<file path="config.mk">
export PLATFORM = sky130hd
export DESIGN_NAME = fleet_fire_controller
export DESIGN_NICKNAME = d
export VERILOG_FILES = /design/src/rtl/fleet_fire_controller.sv
export SDC_FILE = /design/constraint.sdc
export NUM_CORES = 1
export LEC_CHECK = 0
export BUFFER_PORTS_ARGS = -buffer_cell sky130_fd_sc_hd__buf_2
export CAP_MARGIN = 30
export CORE_ASPECT_RATIO = 1.4
export CORE_UTILIZATION = 40
export CTS_CLUSTER_SIZE = 25
export DETAILED_ROUTE_END_ITERATION = 16
export GPL_TIMING_DRIVEN = 0
export SLEW_MARGIN = 20
export SYNTH_ARGS = -nofsm -noshare
export SYNTH_HDL_FRONTEND = slang
export SYNTH_SLANG_ARGS = --single-unit
</file>
<file path="constraint.sdc">
create_clock -name clk -period 9.5 [get_ports clk]
set_input_delay 0.95 -clock clk [delete_from_list [all_inputs] [get_ports clk]]
set_output_delay 0.95 -clock clk [all_outputs]
set_load 0.05 [all_outputs]
</file>
<file path="src/rtl/fleet_fire_controller.sv">
// -----------------------------------------------------------------------------
// fleet_fire_controller
//
// Per-fleet combat controller. It keeps one registered track per enemy
// (position, velocity, lifecycle FSM) and runs one mode FSM per own ship
// (ATTACK / DEFEND / EVADE / DEAD). Fire is aimed at each enemy's
// one-cycle-ahead predicted position. Every output is a register, so a
// response appears on the clock edge that samples the inputs.
//
// Optional feature: define COAST_PRED_EN to keep cloaked tracks alive. A
// tracked enemy that cloaks is dead-reckoned for up to COAST_MAX cycles, and
// it stays a valid fire target while it coasts. Without the macro, a cloak
// drops the track at once.
//
// Ports (ship i uses slice [i*W +: W]; enemy j uses slice [j*8 +: 8]):
//   clk              in   clock
//   reset            in   asynchronous, active-low
//   x, y             in   own ship positions, 8-bit signed each
//   energy           in   own ship energy, 8-bit unsigned each
//   destroyed        in   own ship destroyed flags
//   enemy_x_p/_y_p   in   enemy positions, 8-bit signed each
//   enemy_cloaked    in   enemy position invalid this cycle
//   enemy_destroyed  in   enemy gone
//   x_a, y_a         out  acceleration request, 4-bit signed each
//   attempt_fire/_shield/_cloak  out  action requests
//   fire_dir         out  2 bits each, 0:+x 1:-y 2:-x 3:+y
// -----------------------------------------------------------------------------
`timescale 1ns/1ps
module fleet_fire_controller #(
  parameter int N_SHIPS       = 3,
  parameter int N_ENEMIES     = 3,
  parameter int E_FIRE        = 40,
  parameter int E_EVADE       = 20,
  parameter int HYST          = 4,
  parameter int FIRE_COOLDOWN = 3,
  parameter int ALIGN_TOL     = 1,
  parameter int EDGE_MARGIN   = 4,
  parameter int COAST_MAX     = 4
) (
  input  logic                   clk,
  input  logic                   reset,
  input  logic [N_SHIPS*8-1:0]   x,
  input  logic [N_SHIPS*8-1:0]   y,
  input  logic [N_SHIPS*8-1:0]   energy,
  input  logic [N_SHIPS-1:0]     destroyed,
  input  logic [N_ENEMIES*8-1:0] enemy_x_p,
  input  logic [N_ENEMIES*8-1:0] enemy_y_p,
  input  logic [N_ENEMIES-1:0]   enemy_cloaked,
  input  logic [N_ENEMIES-1:0]   enemy_destroyed,
  output logic [N_SHIPS*4-1:0]   x_a,
  output logic [N_SHIPS*4-1:0]   y_a,
  output logic [N_SHIPS-1:0]     attempt_fire,
  output logic [N_SHIPS-1:0]     attempt_shield,
  output logic [N_SHIPS-1:0]     attempt_cloak,
  output logic [N_SHIPS*2-1:0]   fire_dir
);

  localparam logic [1:0] TRK_EMPTY = 2'd0;
  localparam logic [1:0] TRK_FIRST = 2'd1;
  localparam logic [1:0] TRK_TRACK = 2'd2;
`ifdef COAST_PRED_EN
  localparam logic [1:0] TRK_COAST = 2'd3;
  localparam int         CW        = (COAST_MAX < 1) ? 1 : $clog2(COAST_MAX + 1);
`endif

  localparam logic [1:0] MODE_ATTACK = 2'd0;
  localparam logic [1:0] MODE_DEFEND = 2'd1;
  localparam logic [1:0] MODE_EVADE  = 2'd2;
  localparam logic [1:0] MODE_DEAD   = 2'd3;

  localparam int CDW = (FIRE_COOLDOWN < 1) ? 1 : $clog2(FIRE_COOLDOWN + 1);

  localparam logic signed [8:0] EDGE_LO   = 9'(-128 + EDGE_MARGIN);
  localparam logic signed [8:0] EDGE_HI   = 9'(127 - EDGE_MARGIN);
  localparam logic [8:0]        TOL       = 9'(ALIGN_TOL);
  localparam logic [7:0]        EN_EVADE  = 8'(E_EVADE);
  localparam logic [7:0]        EN_FIRE   = 8'(E_FIRE);
  localparam logic [7:0]        EN_RETURN = 8'(E_FIRE + HYST);

  function automatic logic [7:0] sat8(input logic signed [8:0] v);
    if (v > 9'sd127)       return 8'h7f;
    else if (v < -9'sd128) return 8'h80;
    else                   return v[7:0];
  endfunction

  function automatic logic [3:0] sat4(input logic signed [8:0] v);
    if (v > 9'sd7)       return 4'b0111;
    else if (v < -9'sd8) return 4'b1000;
    else                 return v[3:0];
  endfunction

  function automatic logic [8:0] abs9(input logic [8:0] d);
    return d[8] ? (~d + 9'd1) : d;
  endfunction

  // Push inward (+2 / -2) when within EDGE_MARGIN of either board limit.
  function automatic logic [3:0] edge_push(input logic signed [7:0] p);
    logic signed [8:0] pw;
    pw = {p[7], p};
    if (pw < EDGE_LO)      return 4'b0010;
    else if (pw > EDGE_HI) return 4'b1110;
    else                   return 4'b0000;
  endfunction

  // Predictions are formed from the track's next state, so fire decisions
  // use the enemy position sampled on the same edge.
  logic signed [7:0]    pred_x [N_ENEMIES];
  logic signed [7:0]    pred_y [N_ENEMIES];
  logic [N_ENEMIES-1:0] pred_valid;

  // ---------------------------------------------------------------- tracks
  genvar gi;
  generate
    for (gi = 0; gi < N_ENEMIES; gi++) begin : g_trk
      logic [1:0]        st_q, st_d;
      logic signed [7:0] px_q, px_d, py_q, py_d;
      logic signed [3:0] vx_q, vx_d, vy_q, vy_d;
      logic signed [7:0] cur_x, cur_y;
      logic signed [8:0] diff_x, diff_y;
`ifdef COAST_PRED_EN
      logic [CW-1:0]     cc_q, cc_d;
`endif

      assign cur_x  = enemy_x_p[gi*8 +: 8];
      assign cur_y  = enemy_y_p[gi*8 +: 8];
      assign diff_x = {cur_x[7], cur_x} - {px_q[7], px_q};
      assign diff_y = {cur_y[7], cur_y} - {py_q[7], py_q};

      always_comb begin
        st_d = st_q;
        px_d = px_q;
        py_d = py_q;
        vx_d = vx_q;
        vy_d = vy_q;
`ifdef COAST_PRED_EN
        cc_d = cc_q;
`endif
        // destroyed has priority over cloaked
        if (enemy_destroyed[gi]) begin
          st_d = TRK_EMPTY;
        end else if (!enemy_cloaked[gi]) begin
          px_d = cur_x;
          py_d = cur_y;
          if (st_q == TRK_FIRST || st_q == TRK_TRACK) begin
            st_d = TRK_TRACK;
            vx_d = sat4(diff_x);
            vy_d = sat4(diff_y);
          end else begin
            // EMPTY, or a coasting track reacquired: restart velocity
            st_d = TRK_FIRST;
            vx_d = '0;
            vy_d = '0;
          end
        end else begin
`ifdef COAST_PRED_EN
          if (st_q == TRK_TRACK || (st_q == TRK_COAST && cc_q != CW'(COAST_MAX))) begin
            st_d = TRK_COAST;
            px_d = sat8({px_q[7], px_q} + {{5{vx_q[3]}}, vx_q});
            py_d = sat8({py_q[7], py_q} + {{5{vy_q[3]}}, vy_q});
            cc_d = (st_q == TRK_TRACK) ? CW'(1) : cc_q + 1'b1;
          end else begin
            st_d = TRK_EMPTY;
          end
`else
          st_d = TRK_EMPTY;
`endif
        end
      end

      assign pred_x[gi] = sat8({px_d[7], px_d} + {{5{vx_d[3]}}, vx_d});
      assign pred_y[gi] = sat8({py_d[7], py_d} + {{5{vy_d[3]}}, vy_d});
`ifdef COAST_PRED_EN
      assign pred_valid[gi] = (st_d == TRK_TRACK) || (st_d == TRK_COAST);
`else
      assign pred_valid[gi] = (st_d == TRK_TRACK);
`endif

      always_ff @(posedge clk or negedge reset) begin
        if (!reset) begin
          st_q <= TRK_EMPTY;
          px_q <= '0;
          py_q <= '0;
          vx_q <= '0;
          vy_q <= '0;
`ifdef COAST_PRED_EN
          cc_q <= '0;
`endif
        end else begin
          st_q <= st_d;
          px_q <= px_d;
          py_q <= py_d;
          vx_q <= vx_d;
          vy_q <= vy_d;
`ifdef COAST_PRED_EN
          cc_q <= cc_d;
`endif
        end
      end
    end
  endgenerate

  // ----------------------------------------------------------------- ships
  generate
    for (gi = 0; gi < N_SHIPS; gi++) begin : g_ship
      logic signed [7:0]    sx, sy;
      logic [7:0]           en;
      logic [1:0]           mode_q, mode_d;
      logic [CDW-1:0]       cd_q, cd_d;
      logic                 fire_q, fire_d, shield_q, shield_d, cloak_q, cloak_d;
      logic [3:0]           xa_q, xa_d, ya_q, ya_d;
      logic [1:0]           dir_q, dir_d, dir_sel;
      logic                 hit;
      logic [N_ENEMIES-1:0] al_x, al_y, ahead_x, ahead_y;

      assign sx = x[gi*8 +: 8];
      assign sy = y[gi*8 +: 8];
      assign en = energy[gi*8 +: 8];

      genvar gj;
      for (gj = 0; gj < N_ENEMIES; gj++) begin : g_cmp
        assign al_x[gj]    = pred_valid[gj] &&
                             (abs9({pred_x[gj][7], pred_x[gj]} - {sx[7], sx}) <= TOL);
        assign al_y[gj]    = pred_valid[gj] &&
                             (abs9({pred_y[gj][7], pred_y[gj]} - {sy[7], sy}) <= TOL);
        assign ahead_x[gj] = pred_x[gj] > sx;
        assign ahead_y[gj] = pred_y[gj] > sy;
      end

      // Mode FSM. In the hysteresis band (E_FIRE, E_FIRE+HYST] a ship that
      // is not already attacking sits in DEFEND, including one leaving EVADE.
      always_comb begin
        if (mode_q == MODE_DEAD || destroyed[gi])                mode_d = MODE_DEAD;
        else if (en <= EN_EVADE)                                 mode_d = MODE_EVADE;
        else if (en <= EN_FIRE)                                  mode_d = MODE_DEFEND;
        else if (mode_q == MODE_ATTACK || en > EN_RETURN)        mode_d = MODE_ATTACK;
        else                                                     mode_d = MODE_DEFEND;
      end

      // Scan high to low so the lowest-index aligned enemy wins.
      always_comb begin
        hit     = 1'b0;
        dir_sel = dir_q;
        for (int e = N_ENEMIES - 1; e >= 0; e--) begin
          if (al_x[e]) begin
            hit     = 1'b1;
            dir_sel = ahead_y[e] ? 2'd3 : 2'd1;
          end else if (al_y[e]) begin
            hit     = 1'b1;
            dir_sel = ahead_x[e] ? 2'd0 : 2'd2;
          end
        end
      end

      always_comb begin
        fire_d   = 1'b0;
        shield_d = 1'b0;
        cloak_d  = 1'b0;
        xa_d     = '0;
        ya_d     = '0;
        dir_d    = dir_q;
        cd_d     = (cd_q != '0) ? cd_q - 1'b1 : cd_q;
        case (mode_d)
          MODE_ATTACK: begin
            if (hit) begin
              dir_d = dir_sel;
              if (cd_q == '0) begin
                fire_d = 1'b1;
                cd_d   = CDW'(FIRE_COOLDOWN);
              end
            end
          end
          MODE_DEFEND: begin
            shield_d = 1'b1;
            cloak_d  = 1'b1;
          end
          MODE_EVADE: begin
            xa_d = edge_push(sx);
            ya_d = edge_push(sy);
          end
          default: dir_d = 2'd0;
        endcase
      end

      always_ff @(posedge clk or negedge reset) begin
        if (!reset) begin
          mode_q   <= MODE_ATTACK;
          cd_q     <= '0;
          fire_q   <= 1'b0;
          shield_q <= 1'b0;
          cloak_q  <= 1'b0;
          xa_q     <= '0;
          ya_q     <= '0;
          dir_q    <= '0;
        end else begin
          mode_q   <= mode_d;
          cd_q     <= cd_d;
          fire_q   <= fire_d;
          shield_q <= shield_d;
          cloak_q  <= cloak_d;
          xa_q     <= xa_d;
          ya_q     <= ya_d;
          dir_q    <= dir_d;
        end
      end

      assign attempt_fire[gi]   = fire_q;
      assign attempt_shield[gi] = shield_q;
      assign attempt_cloak[gi]  = cloak_q;
      assign x_a[gi*4 +: 4]     = xa_q;
      assign y_a[gi*4 +: 4]     = ya_q;
      assign fire_dir[gi*2 +: 2] = dir_q;
    end
  endgenerate

endmodule

</file>
# Word-level counts from Yosys, hierarchy flattened
# Cells that the tools add are included.
word_totals:
  input_bits: 131
  ff_bits: 126
  wordCells: 453
  output_inout_bits: 39
classes:
  bitwise_logic: 21
  eq_ne: 24
  addsub: 51
  reduce_logical: 45
  muxes: 195
  magnitude_cmp: 81
op_table:
  columns: ["cell", "count"]
  rows:
  - ["8-bit by 8-bit subtractor with 9-bit output", 24]
  - ["4-bit 2-to-1 mux", 48]
  - ["8-bit 2-to-1 mux", 24]
  - ["9-bit by 1-bit adder with 9-bit output, second input constant", 18]
  - ["9-bit by 1-bit <= comparator with 1-bit output, second input constant", 18]
  - ["9-bit 2-to-1 mux", 18]
  - ["9-bit NOT", 18]
  - ["8-bit greater-than comparator", 18]
  - ["2-bit 2-to-1 mux", 66]
  - ["8-bit by 4-bit adder with 9-bit output", 6]
  - ["9-bit by 4-bit greater-than comparator with 1-bit output, second input constant", 6]
  - ["9-bit by 8-bit greater-than comparator with 1-bit output, second input constant", 6]
  - ["9-bit by 4-bit less-than comparator with 1-bit output, second input constant", 6]
  - ["9-bit by 8-bit less-than comparator with 1-bit output, second input constant", 6]
  - ["8-bit greater-than comparator, second input constant", 6]
  - ["8-bit less-than comparator, second input constant", 6]
  - ["1-bit 2-to-1 mux", 36]
  - ["2-bit == test, second input constant", 12]
  - ["8-bit by 6-bit greater-than comparator with 1-bit output, second input constant", 3]
  - ["8-bit by 5-bit <= comparator with 1-bit output, second input constant", 3]
  - ["8-bit by 6-bit <= comparator with 1-bit output, second input constant", 3]
  - ["7-bit != test, second input constant", 3]
  - ["1-bit logical AND", 18]
  - ["2-bit zero test", 9]
  - ["other kinds (9)", 36]

# Logic depth before layout (Yosys ltp)
depth:
  word_depth: 25
  ltp_mapped: 37
  mapped_depth_nobuf: 37

# Least setup slack after synthesis
# No wires, ideal clock.
synth_timing:
  path_kind: "input port to flip-flop"
  start: "input enemy_x_p[16]"
  end: "register g_ship[0].dir_q[1]"
  stages: 36
  slack_ps: 1002
  t_arrival_ps: 8406
  path_buffers: 1
  required_ps: 9408
  cell_sequence: "inv_1 ha_1 fa_1 nor2b_1 o21ai_0 a21boi_0 o21ai_0 nor2b_1 xnor2_1 or4_1 o21ai_0 nand2_1 a22o_1 ha_1 a21o_1 a21oi_1 a2111o_1 o311ai_0 o41ai_1 xor2_1 or2_2 clkbuf_1 a21boi_0 ha_1 fa_1 ha_1 nand4bb_1 or4_1 o311ai_0 o221ai_1 o21a_1 o211ai_1 nand2_1 or4_1 o2bb2a_1 o31ai_2"
synth_via:
  elab_chain_len: 24
  elab_cells_between_ends: 39
  cone_classes: "4 x add/sub; 6 x order compare; 2 x eq/ne; 24 x mux; 1 x bitwise; 2 x reduce/logical"
synth_rtl:
  columns: ["item", "line_no", "text"]
  rows:
  - ["from (decl)", "46", "input logic [N_ENEMIES*8-1:0] enemy_x_p,"]
  - ["8-bit by 8-bit subtractor with 9-bit output *", "126", "assign diff_x = {cur_x[7], cur_x} - {px_q[7], px_q};"]
  - ["9-bit by 4-bit less-than comparator with 1-bit output", "88", "else if (v < -9'sd8) return 4'b1000;"]
  - ["4-bit 2-to-1 mux", "88", null]
  - ["4-bit 2-to-1 mux *", "87", "if (v > 9'sd7) return 4'b0111;"]
  - ["4-bit 2-to-1 mux *", "144", "if (st_q == TRK_FIRST || st_q == TRK_TRACK) begin"]
  - ["4-bit 2-to-1 mux *", "141", "end else if (!enemy_cloaked[gi]) begin"]
  - ["4-bit 2-to-1 mux *", "139", "if (enemy_destroyed[gi]) begin"]
  - ["named net g_trk[2].vx_d[1]", "117", "logic signed [3:0] vx_q, vx_d, vy_q, vy_d;"]
  - ["(+9 left out)", null, null]
  - ["1-bit logical AND", "221", "assign al_x[gj] = pred_valid[gj] &&"]
  - ["2-bit 2-to-1 mux / 1-bit 2-to-1 mux (equally long branches)", "244", "if (al_x[e]) begin"]
  - ["2-bit 2-to-1 mux / 1-bit 2-to-1 mux (equally long branches)", "247", "end else if (al_y[e]) begin"]
  - ["2-bit 2-to-1 mux / 1-bit 2-to-1 mux (equally long branches)", "244", null]
  - ["2-bit 2-to-1 mux / 1-bit 2-to-1 mux (equally long branches)", "247", null]
  - ["2-bit 2-to-1 mux / 1-bit 2-to-1 mux (equally long branches)", "244", null]
  - ["2-bit 2-to-1 mux / 2-bit != test (equally long branches)", null, null]
  - ["2-bit one-hot mux with 2 select lines / 3-bit AND reduction (equally long branches)", null, null]
  - ["to (signal assigned)", "302", "dir_q <= dir_d;"]
  - ["to (decl)", "211", "logic [1:0] dir_q, dir_d, dir_sel;"]
# Mark *: on every way through the listed nets, which the timed path passes. The rest lies on a longest branch. The select of a mux whose other input is x is not followed.
# A chain may end at the register's enable or synchronous reset.

# Worst setup path in the final report
layout_timing:
  start: "input enemy_y_p[8]"
  end: "register g_ship[1].dir_q[1]"
layout_via:
  elab_chain_len: 23
  elab_cells_between_ends: 36
  cone_classes: "4 x add/sub; 6 x order compare; 2 x eq/ne; 21 x mux; 1 x bitwise; 2 x reduce/logical"
layout_rtl:
  columns: ["item", "line_no", "text"]
  rows:
  - ["from (decl)", "47", "input logic [N_ENEMIES*8-1:0] enemy_y_p,"]
  - ["8-bit by 8-bit subtractor with 9-bit output *", "127", "assign diff_y = {cur_y[7], cur_y} - {py_q[7], py_q};"]
  - ["9-bit by 4-bit less-than comparator with 1-bit output", "88", null]
  - ["4-bit 2-to-1 mux", "88", null]
  - ["4-bit 2-to-1 mux *", "87", null]
  - ["4-bit 2-to-1 mux *", "144", null]
  - ["4-bit 2-to-1 mux *", "141", null]
  - ["4-bit 2-to-1 mux *", "139", null]
  - ["named net g_trk[1].vy_d[0]", "117", null]
  - ["(+8 left out)", null, null]
  - ["9-bit by 1-bit <= comparator with 1-bit output", "224", "(abs9({pred_y[gj][7], pred_y[gj]} - {sy[7], sy}) <= TOL);"]
  - ["1-bit logical AND", "223", "assign al_y[gj] = pred_valid[gj] &&"]
  - ["2-bit 2-to-1 mux / 1-bit 2-to-1 mux (equally long branches)", "247", null]
  - ["2-bit 2-to-1 mux / 1-bit 2-to-1 mux (equally long branches)", "244", null]
  - ["2-bit 2-to-1 mux / 1-bit 2-to-1 mux (equally long branches)", "247", null]
  - ["2-bit 2-to-1 mux / 1-bit 2-to-1 mux (equally long branches)", "244", null]
  - ["2-bit 2-to-1 mux / 2-bit != test (equally long branches)", null, null]
  - ["2-bit one-hot mux with 2 select lines / 3-bit AND reduction (equally long branches)", null, null]
  - ["to (signal assigned)", "302", null]
  - ["to (decl)", "211", null]
# Marked as above.

==> results.rst <==
.. list-table::
   :header-rows: 1

   * - Metric
     - Value
   * - Post-detailed-route via-to-cell ratio
     - 5.84
   * - Slowest-stage cell, CP
     - sky130_fd_sc_hd__fa_1
   * - Total core area
     - 0.0481 mm^2
   * - Setup repair after global routing missed its margin
     - false
   * - Initial antenna violation count
     - 0
   * - Count of input and output buffers
     - 163
   * - Crit path max-delay family
     - compound AO/OA/AOI/OAI gates
   * - Most used standard cell by instance count after synthesis
     - sky130_fd_sc_hd__ha_1
   * - Setup slack of the most critical reg-to-reg path
     - 780 ps
   * - Placement-stage cell area
     - 0.0213 mm^2
   * - Worst clock skew
     - 17.9 ps
   * - Post-layout min period
     - 8980 ps
   * - Longest Clk Path Bufs
     - 2
   * - Kind of end point of the critical path
     - flip-flop
   * - Startpoint of the worst-slack reg-to-reg timing path
     - g_trk[1].py_q[0]$_DFF_PN0_
   * - Register clock-pin slew on the reported worst setup and hold paths
     - 60 ps
   * - Die height
     - 264 um
   * - VDD IR-drop max
     - 0.143 mV
   * - Data arrival at the endpoint of the critical path
     - 9310 ps
   * - End of the worst register-to-register path
     - g_ship[1].dir_q[1]$_DFFE_PN0P_
   * - Sequential share of the synthesized area
     - 14.6%
   * - Die width
     - 189 um
   * - Root buf cell
     - sky130_fd_sc_hd__clkbuf_16
   * - CTS tree
     - yes
   * - Final cycle utilization of the critical path
     - 94.5%
   * - Number of warning messages in the yosys log
     - 0
   * - Worst path max stage delay
     - 510 ps
   * - Run status
     - finished, final reports clean
   * - Number of endpoints failing setup at the final stage
     - 0
   * - Relative area change from synthesis to final layout
     - 12.2%
   * - Dominant cells by area after synthesis
     - sky130_fd_sc_hd__ha_1 (19%), sky130_fd_sc_hd__dfrtp_1 (15%), sky130_fd_sc_hd__o21ai_0 (4.3%), sky130_fd_sc_hd__inv_1 (4.2%), sky130_fd_sc_hd__a21oi_1 (4.0%)
   * - Aggregate negative setup slack
     - 0 ps
   * - Mapped Area
     - 0.0196 mm^2
   * - Most instantiated flip-flop cell in the synthesis netlist
     - sky130_fd_sc_hd__dfrtp_1
   * - Hold/Removal Path Class
     - in -> async
   * - EDFF count, synth
     - 0
   * - Max-cap violations
     - 0
   * - Synthesized netlist cell count
     - 2494
   * - Critical Path Start Type
     - input pin
   * - Remaining max-slew budget at the tightest pin
     - 28.6%
   * - # placed instances
     - 3299
   * - Number of cells traversed by the worst register-to-register path
     - 37
   * - FF+latch count, synth
     - 114
   * - Number of hold violations in the final report
     - 0
   * - Initial core utilization
     - 40.7%
   * - Iter 0 DRT Violations
     - 898
   * - Area of the die
     - 0.0499 mm^2
   * - Critical-path maximum fanout
     - 7
   * - Buffer and inverter count on the worst path
     - 4
   * - Cts bufs inserted
     - 17
   * - Antenna Nets Post-Route
     - 0
   * - Non-filler instance count after layout
     - 3334
   * - Maximum clock frequency
     - 111 MHz
   * - Per-instance average area after synthesis
     - 7.86 um^2
   * - Wire length after detailed routing
     - 61300 um
   * - Worst Max-Slew Pin Slew
     - 1060 ps
   * - Worst setup endpoint
     - g_ship[1].dir_q[1]$_DFFE_PN0P_
   * - Cell accounting for the most synthesized area
     - sky130_fd_sc_hd__ha_1
   * - Overall track demand over capacity in global routing
     - 24.4%
   * - Share of post-route cells with drive strength above 1
     - 11.5%
   * - Pin count of the biggest net entering global routing
     - 72
   * - Power density over the cells
     - 288 mW/mm^2
   * - Net total in the final layout
     - 3145
   * - Detailed Routing Iterations Pass 1
     - 7
   * - IO Pins
     - 170
   * - Std cell rows
     - 95
   * - Number of buffers inserted for hold repair after clock tree synthesis
     - 0
   * - Max H-tree Level
     - 4
   * - Design Area, Final
     - 0.0220 mm^2
   * - Leakage Power
     - 0.0104 uW
   * - Via count of the first global-routing pass
     - 19039
   * - Via count
     - 19485
   * - Residual overflow from global routing
     - 0
   * - FFs w/ async S/R, synth
     - 100%
   * - Clk sinks
     - 114
   * - Category of the critical setup timing path
     - in -> reg
   * - Req. time, crit path
     - 9830 ps
   * - Area fraction of the dominant cell type after synthesis
     - 18.7%
   * - Detailed placer's ending HPWL
     - 50700 um
   * - Worst Hold Margin
     - 429 ps
   * - Max-slew violations
     - 0
   * - Average wire per cell in the routed design
     - 18.4 um
   * - Total number of cells along the worst setup path
     - 39
   * - Routability Congestion
     - 0.945
   * - Synth top cells by count
     - sky130_fd_sc_hd__ha_1 (293), sky130_fd_sc_hd__inv_1 (219), sky130_fd_sc_hd__nand2_1 (177), sky130_fd_sc_hd__nor2_1 (177), sky130_fd_sc_hd__o21ai_0 (170)
   * - Synth unique cells
     - 101
   * - Beginning of the critical path
     - enemy_y_p[8]
   * - Clock insertion delay at the later pin of the skew report
     - 460 ps
   * - Tot Pwr
     - 6330 uW
   * - Wire length of the first global-routing pass
     - 96700 um
   * - Diodes inserted
     - 0
   * - DRC violations left
     - 0
-- worst min path at each step --
stage / slack [ps] / to
2_1_floorplan: 480 / g_trk[0].vx_q[0]$_DFF_PN0_
3_3_place_gp: 500 / g_trk[1].vx_q[0]$_DFF_PN0_
3_5_place_dp: 490 / g_trk[0].vy_q[0]$_DFF_PN0_
4_1_cts: 430 / g_trk[2].py_q[3]$_DFF_PN0_
5_1_grt: 460 / g_trk[2].py_q[3]$_DFF_PN0_
6_report: 430 / g_trk[2].py_q[3]$_DFF_PN0_
-- metrics by stage --
step	util, %	setup WS, ps
2_1_floorplan	-	1000
5_1_grt	45.7	1.76
4_1_cts	45.5	8.30
3_5_place_dp	44.2	-576
6_report	45.7	520
3_3_place_gp	44.1	-692
-- power by group --
part	internal [uW]	total [uW]	switching, uW	leakage, uW
sequential	529	544	14.9	0.00147
combinational	2020	5120	3100	0.00861
clock	396	675	278	0.000281
total	2940	6330	3390	0.0104
-- repair_timing --
item                       in CTS  in global routing
pin swaps                       0                  5
resized for setup               3                 31
setup endpoints to repair       4                 15
setup buffers                   0                  3
-- routing by layer --
layer | track usage [%] | wire length (um) | vias to the layer above | part of all wire [%]
li1 | - | - | 9635 | -
met1 | 26.9 | 24400 | 9229 | 40
met2 | 43.8 | 30600 | 463 | 50
met3 | 2.74 | 2300 | 158 | 3.7
met4 | 15.7 | 3990 | 0 | 6.5
met5 | 0 | 0 | - | 0
-- cell type report --
cell class / count / area (um^2)
plain buffers: 55 / 290
clock buffers: 19 / 443
clock inverters: 13 / 149
fillers: 4903 / 26100
inverters: 219 / 822
multi-input cells: 2111 / 15800
flip-flops and latches: 114 / 2850
well taps: 630 / 788
repair buffers: 173 / 902
-- flip-flops by register name, indices dropped and copies added (netlist names) --
register	count
g_trk.px_q	24
g_ship.dir_q	6
g_trk.vy_q	12
g_ship.fire_q	3
g_ship.ya_q	6
g_ship.cd_q	6
g_trk.st_q	6
g_trk.vx_q	12
g_trk.py_q	24
g_ship.mode_q	6
g_ship.cloak_q	3
g_ship.xa_q	6
-- logic make-up after synthesis --
family,synth area share (%)
compound gates,28.1
other cells,0.0191
xor+xnor,6.23
fa+ha+maj,21.8
buf+inv,5.67
mux,1.67
simple gates,21.9
flops,14.6
-- placed cells by master (no fill, tap or decap), drive strengths merged, types with 58 or more instances in the layout --
cell type,n
a21o,65
ha,293
a21oi,156
xnor2,77
inv,224
buf,197
dfrtp,114
xor2,60
o21ai,176
nand4,58
o21a,68
nand2,177
nor2,177
nor2b,77
Power figures use the tool's default switching activity.
